$ cat src/rtl/pcpi_nibble_issuer_if.sv
// Bus bundle for pcpi_nibble_issuer: nibble handshake, PCPI issue port and result readback.
interface pcpi_nibble_issuer_if;
  logic        nib_req;
  logic [3:0]  nib_data;
  logic        nib_ack;
  logic [2:0]  nib_count;
  logic        pcpi_valid;
  logic [31:0] pcpi_insn;
  logic        pcpi_ready;
  logic        pcpi_wr;
  logic [31:0] pcpi_rd;
  logic        pcpi_wait;
  logic        busy;
  logic        res_valid;
  logic        res_wr;
  logic [1:0]  res_sel;
  logic [7:0]  res_byte;
  logic        err;

  // Host / PCPI-unit side.
  modport master (
    output nib_req, nib_data, pcpi_ready, pcpi_wr, pcpi_rd, pcpi_wait, res_sel,
    input  nib_ack, nib_count, pcpi_valid, pcpi_insn, busy, res_valid, res_wr, res_byte, err
  );

  // Issuer side.
  modport slave (
    input  nib_req, nib_data, pcpi_ready, pcpi_wr, pcpi_rd, pcpi_wait, res_sel,
    output nib_ack, nib_count, pcpi_valid, pcpi_insn, busy, res_valid, res_wr, res_byte, err
  );
endinterface

$ cat src/rtl/pcpi_nibble_issuer.sv
// Assembles a 32-bit instruction from eight req/ack nibbles, issues it over PCPI
// valid/ready, and exposes the latched result one byte at a time.
// Optional macro PCPI_TIMEOUT_EN builds a 16-bit issue watchdog that drives err.
module pcpi_nibble_issuer #(
  parameter int unsigned SYNC_STAGES    = 2,
  parameter int unsigned TIMEOUT_CYCLES = 255
) (
  input  logic                     clk,
  input  logic                     rst_n,
  pcpi_nibble_issuer_if.slave      bus_if
);

  localparam logic [1:0] S_COLLECT = 2'd0;
  localparam logic [1:0] S_ISSUE   = 2'd1;
  localparam logic [1:0] S_DONE    = 2'd2;

  logic [SYNC_STAGES-1:0] sync_q, sync_d;
  logic [1:0]             state_q, state_d;
  logic                   ack_q, ack_d;
  logic [2:0]             cnt_q, cnt_d;
  logic [31:0]            insn_q, insn_d;
  logic                   valid_q, valid_d;
  logic                   busy_q, busy_d;
  logic                   res_valid_q, res_valid_d;
  logic                   res_wr_q, res_wr_d;
  logic [31:0]            result_q, result_d;
  logic                   sreq;
  logic                   accept;

`ifdef PCPI_TIMEOUT_EN
  logic [15:0]            wdog_q, wdog_d;
  logic                   err_q, err_d;
`else
  logic                   unused_timeout;
`endif

  assign sreq = sync_q[SYNC_STAGES-1];

  // Next-state and output logic for the collect/issue/done sequencer.
  always_comb begin
    sync_d      = {sync_q[SYNC_STAGES-2:0], bus_if.nib_req};
    state_d     = state_q;
    ack_d       = ack_q;
    cnt_d       = cnt_q;
    insn_d      = insn_q;
    valid_d     = valid_q;
    res_valid_d = res_valid_q;
    res_wr_d    = res_wr_q;
    result_d    = result_q;
`ifdef PCPI_TIMEOUT_EN
    wdog_d      = wdog_q;
    err_d       = err_q;
`endif

    accept = sreq && !ack_q && ((state_q == S_COLLECT) || (state_q == S_DONE));

    // Ack drops as soon as the synchronised request is seen low, in any state.
    if (!sreq) begin
      ack_d = 1'b0;
    end

    if (accept) begin
      ack_d                         = 1'b1;
      insn_d[{cnt_q, 2'b00} +: 4]   = bus_if.nib_data;
      cnt_d                         = cnt_q + 3'd1;
    end

    case (state_q)
      S_COLLECT: begin
        if (accept && (cnt_q == 3'd7)) begin
          state_d = S_ISSUE;
          valid_d = 1'b1;
`ifdef PCPI_TIMEOUT_EN
          wdog_d  = 16'd0;
`endif
        end
      end
      S_ISSUE: begin
        if (bus_if.pcpi_ready) begin
          state_d     = S_DONE;
          valid_d     = 1'b0;
          res_valid_d = 1'b1;
          res_wr_d    = bus_if.pcpi_wr;
          if (bus_if.pcpi_wr) begin
            result_d = bus_if.pcpi_rd;
          end
        end
`ifdef PCPI_TIMEOUT_EN
        else if (bus_if.pcpi_wait) begin
          wdog_d = 16'd0;
        end else if (wdog_q == 16'(TIMEOUT_CYCLES - 1)) begin
          wdog_d      = wdog_q + 16'd1;
          state_d     = S_DONE;
          valid_d     = 1'b0;
          res_valid_d = 1'b1;
          res_wr_d    = 1'b0;
          err_d       = 1'b1;
        end else begin
          wdog_d = wdog_q + 16'd1;
        end
`endif
      end
      S_DONE: begin
        if (accept) begin
          state_d     = S_COLLECT;
          res_valid_d = 1'b0;
          res_wr_d    = 1'b0;
`ifdef PCPI_TIMEOUT_EN
          err_d       = 1'b0;
`endif
        end
      end
      default: begin
        state_d = S_COLLECT;
        valid_d = 1'b0;
      end
    endcase

    busy_d = (state_d == S_ISSUE);
  end

  // State and registered outputs; async reset discards any partial instruction.
  always_ff @(posedge clk or negedge rst_n) begin
    if (!rst_n) begin
      sync_q      <= '0;
      state_q     <= S_COLLECT;
      ack_q       <= 1'b0;
      cnt_q       <= 3'd0;
      insn_q      <= 32'd0;
      valid_q     <= 1'b0;
      busy_q      <= 1'b0;
      res_valid_q <= 1'b0;
      res_wr_q    <= 1'b0;
      result_q    <= 32'd0;
`ifdef PCPI_TIMEOUT_EN
      wdog_q      <= 16'd0;
      err_q       <= 1'b0;
`endif
    end else begin
      sync_q      <= sync_d;
      state_q     <= state_d;
      ack_q       <= ack_d;
      cnt_q       <= cnt_d;
      insn_q      <= insn_d;
      valid_q     <= valid_d;
      busy_q      <= busy_d;
      res_valid_q <= res_valid_d;
      res_wr_q    <= res_wr_d;
      result_q    <= result_d;
`ifdef PCPI_TIMEOUT_EN
      wdog_q      <= wdog_d;
      err_q       <= err_d;
`endif
    end
  end

  assign bus_if.nib_ack    = ack_q;
  assign bus_if.nib_count  = cnt_q;
  assign bus_if.pcpi_valid = valid_q;
  assign bus_if.pcpi_insn  = insn_q;
  assign bus_if.busy       = busy_q;
  assign bus_if.res_valid  = res_valid_q;
  assign bus_if.res_wr     = res_wr_q;
  assign bus_if.res_byte   = result_q[{bus_if.res_sel, 3'b000} +: 8];

`ifdef PCPI_TIMEOUT_EN
  assign bus_if.err = err_q;
`else
  // Without the watchdog, pcpi_wait and the limit have no effect.
  assign bus_if.err     = 1'b0;
  assign unused_timeout = bus_if.pcpi_wait ^ (^16'(TIMEOUT_CYCLES));
`endif

endmodule
$ cat src/flat_wrapper.sv
// flat-port wrapper written by rule: the top's interface ports become plain ports
module pcpi_nibble_issuer_flat 
#(
  parameter int unsigned SYNC_STAGES    = 2,
  parameter int unsigned TIMEOUT_CYCLES = 255
)
  (clk, rst_n, bus_if_nib_req, bus_if_nib_data, bus_if_pcpi_ready, bus_if_pcpi_wr, bus_if_pcpi_rd, bus_if_pcpi_wait, bus_if_res_sel, bus_if_nib_ack, bus_if_nib_count, bus_if_pcpi_valid, bus_if_pcpi_insn, bus_if_busy, bus_if_res_valid, bus_if_res_wr, bus_if_res_byte, bus_if_err);
  pcpi_nibble_issuer_if bus_if_i ();
  input  logic clk;
  input  logic rst_n;
  input wire logic [$bits(bus_if_i.nib_req)-1:0] bus_if_nib_req;
  input wire logic [$bits(bus_if_i.nib_data)-1:0] bus_if_nib_data;
  input wire logic [$bits(bus_if_i.pcpi_ready)-1:0] bus_if_pcpi_ready;
  input wire logic [$bits(bus_if_i.pcpi_wr)-1:0] bus_if_pcpi_wr;
  input wire logic [$bits(bus_if_i.pcpi_rd)-1:0] bus_if_pcpi_rd;
  input wire logic [$bits(bus_if_i.pcpi_wait)-1:0] bus_if_pcpi_wait;
  input wire logic [$bits(bus_if_i.res_sel)-1:0] bus_if_res_sel;
  output wire logic [$bits(bus_if_i.nib_ack)-1:0] bus_if_nib_ack;
  output wire logic [$bits(bus_if_i.nib_count)-1:0] bus_if_nib_count;
  output wire logic [$bits(bus_if_i.pcpi_valid)-1:0] bus_if_pcpi_valid;
  output wire logic [$bits(bus_if_i.pcpi_insn)-1:0] bus_if_pcpi_insn;
  output wire logic [$bits(bus_if_i.busy)-1:0] bus_if_busy;
  output wire logic [$bits(bus_if_i.res_valid)-1:0] bus_if_res_valid;
  output wire logic [$bits(bus_if_i.res_wr)-1:0] bus_if_res_wr;
  output wire logic [$bits(bus_if_i.res_byte)-1:0] bus_if_res_byte;
  output wire logic [$bits(bus_if_i.err)-1:0] bus_if_err;
  assign bus_if_i.nib_req = bus_if_nib_req;
  assign bus_if_i.nib_data = bus_if_nib_data;
  assign bus_if_i.pcpi_ready = bus_if_pcpi_ready;
  assign bus_if_i.pcpi_wr = bus_if_pcpi_wr;
  assign bus_if_i.pcpi_rd = bus_if_pcpi_rd;
  assign bus_if_i.pcpi_wait = bus_if_pcpi_wait;
  assign bus_if_i.res_sel = bus_if_res_sel;
  assign bus_if_nib_ack = bus_if_i.nib_ack;
  assign bus_if_nib_count = bus_if_i.nib_count;
  assign bus_if_pcpi_valid = bus_if_i.pcpi_valid;
  assign bus_if_pcpi_insn = bus_if_i.pcpi_insn;
  assign bus_if_busy = bus_if_i.busy;
  assign bus_if_res_valid = bus_if_i.res_valid;
  assign bus_if_res_wr = bus_if_i.res_wr;
  assign bus_if_res_byte = bus_if_i.res_byte;
  assign bus_if_err = bus_if_i.err;
  pcpi_nibble_issuer #(.SYNC_STAGES(SYNC_STAGES), .TIMEOUT_CYCLES(TIMEOUT_CYCLES)) u_core (.clk(clk), .rst_n(rst_n), .bus_if(bus_if_i));
endmodule
$ cat config.mk
export PLATFORM = sky130hd
export DESIGN_NAME = pcpi_nibble_issuer_flat
export DESIGN_NICKNAME = d
export VERILOG_FILES = /design/src/rtl/pcpi_nibble_issuer_if.sv /design/src/rtl/pcpi_nibble_issuer.sv /design/src/flat_wrapper.sv
export SDC_FILE = /design/constraint.sdc
export NUM_CORES = 1
export LEC_CHECK = 0
export ABC_AREA = 1
export BUFFER_PORTS_ARGS = -buffer_cell sky130_fd_sc_hd__buf_2
export CAP_MARGIN = 40
export CORE_MARGIN = 3
export CORE_UTILIZATION = 51
export DETAILED_ROUTE_END_ITERATION = 7
export PLACE_DENSITY = 0.78
export SLEW_MARGIN = 20
export SYNTH_ARGS = -nofsm -noshare
export SYNTH_HDL_FRONTEND = slang
export SYNTH_SLANG_ARGS = --single-unit
$ cat constraint.sdc
create_clock -name clk -period 1.9 [get_ports clk]
set_input_delay 0.285 -clock clk [delete_from_list [all_inputs] [get_ports clk]]
set_output_delay 0.285 -clock clk [all_outputs]
set_load 0.01 [all_outputs]
==> results.json <==
{
  "synth.avg_cell_area_um2": 8.76,
  "p_per_area_mw_per_mm2": 1590,
  "antenna_found_initial": 0,
  "rows": 29,
  "post-dp-hpwl_um": 5500,
  "dr.pass1.iters": 5,
  "vdd_drop_max_uv": 1020,
  "syn-cell-area_mm2": 0.00346,
  "clock-sinks": 76,
  "p_int_mw": 4.17,
  "fmax_mhz": 581,
  "first_global_vias": 2826,
  "fin_ws_ns": 0.180,
  "via_per_inst": 5.06,
  "maxCapViolations": 0,
  "stdcell_count": 578,
  "p_clk_share_pct": 19.8,
  "min_period_ns": 1.72,
  "final_nets": 544,
  "grt_setup_unrepaired": "no",
  "dp.cells": 555,
  "ios": 93,
  "post-route-util_pct": 65.9,
  "hold_class": "in2reg",
  "pre_cts_ws_ns": 0.134,
  "final_common_cell": "nand2_1",
  "slew_violations": 0,
  "cts.clk_slew.worst_paths_ns": 0.08,
  "clk_latency_ns": 0.35,
  "drive_above_1_share_pct": 28.9,
  "drc": 0,
  "clock_path_buffers": 2,
  "finalPower_mw": 6.75,
  "drt-wirelength-per-cell_um": 13.6,
  "vias": 2923,
  "fp.dieW_um": 88.4,
  "cts-buffers-inserted": 9,
  "fin_worst_skew_ns": 0.0122,
  "grt_pass1_wl_um": 12700,
  "share_comb_of_total_power_pct": 39.1,
  "topRoutingLayerUsed": "met4",
  "cts_tree": "done",
  "cp-end-kind": "flop",
  "grt_max_degree": 77,
  "final_area_mm2": 0.00426,
  "route.met3.wl_um": 480,
  "fin_crit_sh_pct": 90.5,
  "synth-seq-cells": 76,
  "syn_to_final_growth_pct": 23.0,
  "coreArea_mm2": 0.00646,
  "placed_area_mm2": 0.00398,
  "synthCells": 395,
  "antenna_cells": 0,
  "drt_iter0_drc": 212,
  "die-area_mm2": 0.00781,
  "crit_path_max_fanout": 10,
  "port_buffers": 90,
  "root_buffer": "clkbuf_8",
  "status": "finished clean",
  "p_leak_nw": 2.31,
  "fillers": 529,
  "synthDistinctLibCells": 26,
  "hold_violations": 0,
  "antenna_left": 0,
  "crit_arrival_ns": 1.96,
  "path_class": "reg2reg",
  "final_cell_mix": "nand2_1, buf_2, dfrtp_1",
  "die_height_um": 88.4,
  "whs_ns": 0.0521,
  "fin_tns_setup_ns": 0,
  "start_util_pct": 53.6,
  "seqPwrFrac_pct": 41.1,
  "gp_congestion": 0.834,
  "wl_um": 7870,
  "p_sw_share_pct": 38.2,
  "overflow": 0,
  "cp.required_ns": 2.14,
  "grt_usage_pct": 21.1,
  "ys_seq_area_share_pct": 55.0,
  "syn_nets": 443,
  "finalSetupViolCount": 0,
  "yosys_warnings": 0,
  "wl_met1_um": 3420,
  "cts_max_level": 3,
  "wl_met2_um": 3870,
  "critPathLaunchType": "flop",
  "power_switching_mw": 2.58
}
[synth_stat cells, drive strengths merged]
cell type	n	share of area, %
nand3	36	5.7
o21ai	50	8.3
conb	1	0.11
clkbuf	5	0.54
ha	4	1.4
xor2	1	0.25
o22ai	8	1.4
nand2	123	13
inv	44	4.8
nand4	4	0.72
nor2	28	4.0
nand3b	1	0.22
buf	11	2.9
nor3	2	0.94
a21boi	1	0.22
dfrtp	76	55
[final cells by class]
class / count / area [um2] / share of cell area (%)
sequential: 76 / 1900 / 44.7
multi-input combinational: 259 / 1280 / 30.0
timing repair buffer: 106 / 598 / 14.1
inverter: 44 / 165 / 3.88
clock buffer: 10 / 128 / 3.00
tap: 77 / 96.3 / 2.26
clock inverter: 6 / 88.8 / 2.09
[power groups by stage]
stage	registers (mW)	clock network, mW	logic, mW
after floorplan	2.93	0	1.40
after global placement	2.78	0	2.44
after detailed placement	2.80	0	2.54
after CTS	2.77	1.36	2.57
after global routing	2.86	1.43	2.96
final	2.78	1.34	2.64
[path summary, 6_finish.rpt]
| kind | start | endpoint | slack, ns | depth (start not counted) |
|---|---|---|---|---|
| hold reg to reg | u_core.sync_q[0]$_DFF_PN0_ | u_core.sync_q[1]$_DFF_PN0_ | 0.35 | 0 |
| setup reg to reg | u_core.bus_if.nib_count[1]$_DFFE_PN0P_ | u_core.bus_if.pcpi_insn[6]$_DFFE_PN0P_ | 0.18 | 7 |
| max in group asynchronous | rst_n | u_core.bus_if.pcpi_insn[19]$_DFFE_PN0P_ | 1.09 | 3 |
| hold / removal | bus_if_nib_req | u_core.sync_q[0]$_DFF_PN0_ | 0.05 | 1 |
| setup / recovery | u_core.bus_if.nib_count[1]$_DFFE_PN0P_ | u_core.bus_if.pcpi_insn[6]$_DFFE_PN0P_ | 0.18 | 7 |
| min in group asynchronous | rst_n | u_core.result_q[29]$_DFFE_PN0P_ | 0.49 | 3 |
[critical path, cell delays in order, from the launching register on]
cell and delay (ns):
dfrtp_1 0.36, inv_1 0.07, ha_1 0.39, inv_2 0.10
nor3_4 0.40, nand2_2 0.15, nand2_1 0.09, nand2_1 0.06
[what timing repair did]
item,in CTS,in global routing
hold endpoints to repair,75,0
hold buffers,1,0
setup buffers,0,6
resized for setup,0,1
endpoints found under the setup margin,0,14
[logic make-up after synthesis]
logic type	count (synthesis)	share of synthesized area (%)
flip-flops	76	55.0
buffers and inverters	60	8.21
XOR/XNOR	1	0.253
adder cells (fa/ha/maj)	4	1.45
other	1	0.108
AO/OA/AOI/OAI	59	9.98
AND/OR/NAND/NOR	194	25.1
[flip-flops by register name (all words and copies together), names as in the netlist]
register	cells
u_core.result_q	32
u_core.bus_if.pcpi_insn	32
u_core.bus_if.pcpi_valid	1
u_core.bus_if.res_valid	1
u_core.bus_if.busy	1
u_core.sync_q	2
u_core.bus_if.nib_ack	1
u_core.bus_if.nib_count	3
u_core.state_q	2
u_core.bus_if.res_wr	1
[metal layers]
layer	vias to the layer above	global-route usage, %
li1	1463	-
met1	1366	27.4
met2	84	35.7
met3	10	3.17
met4	0	8.24
met5	-	0
(Power assumes the default switching activity.)
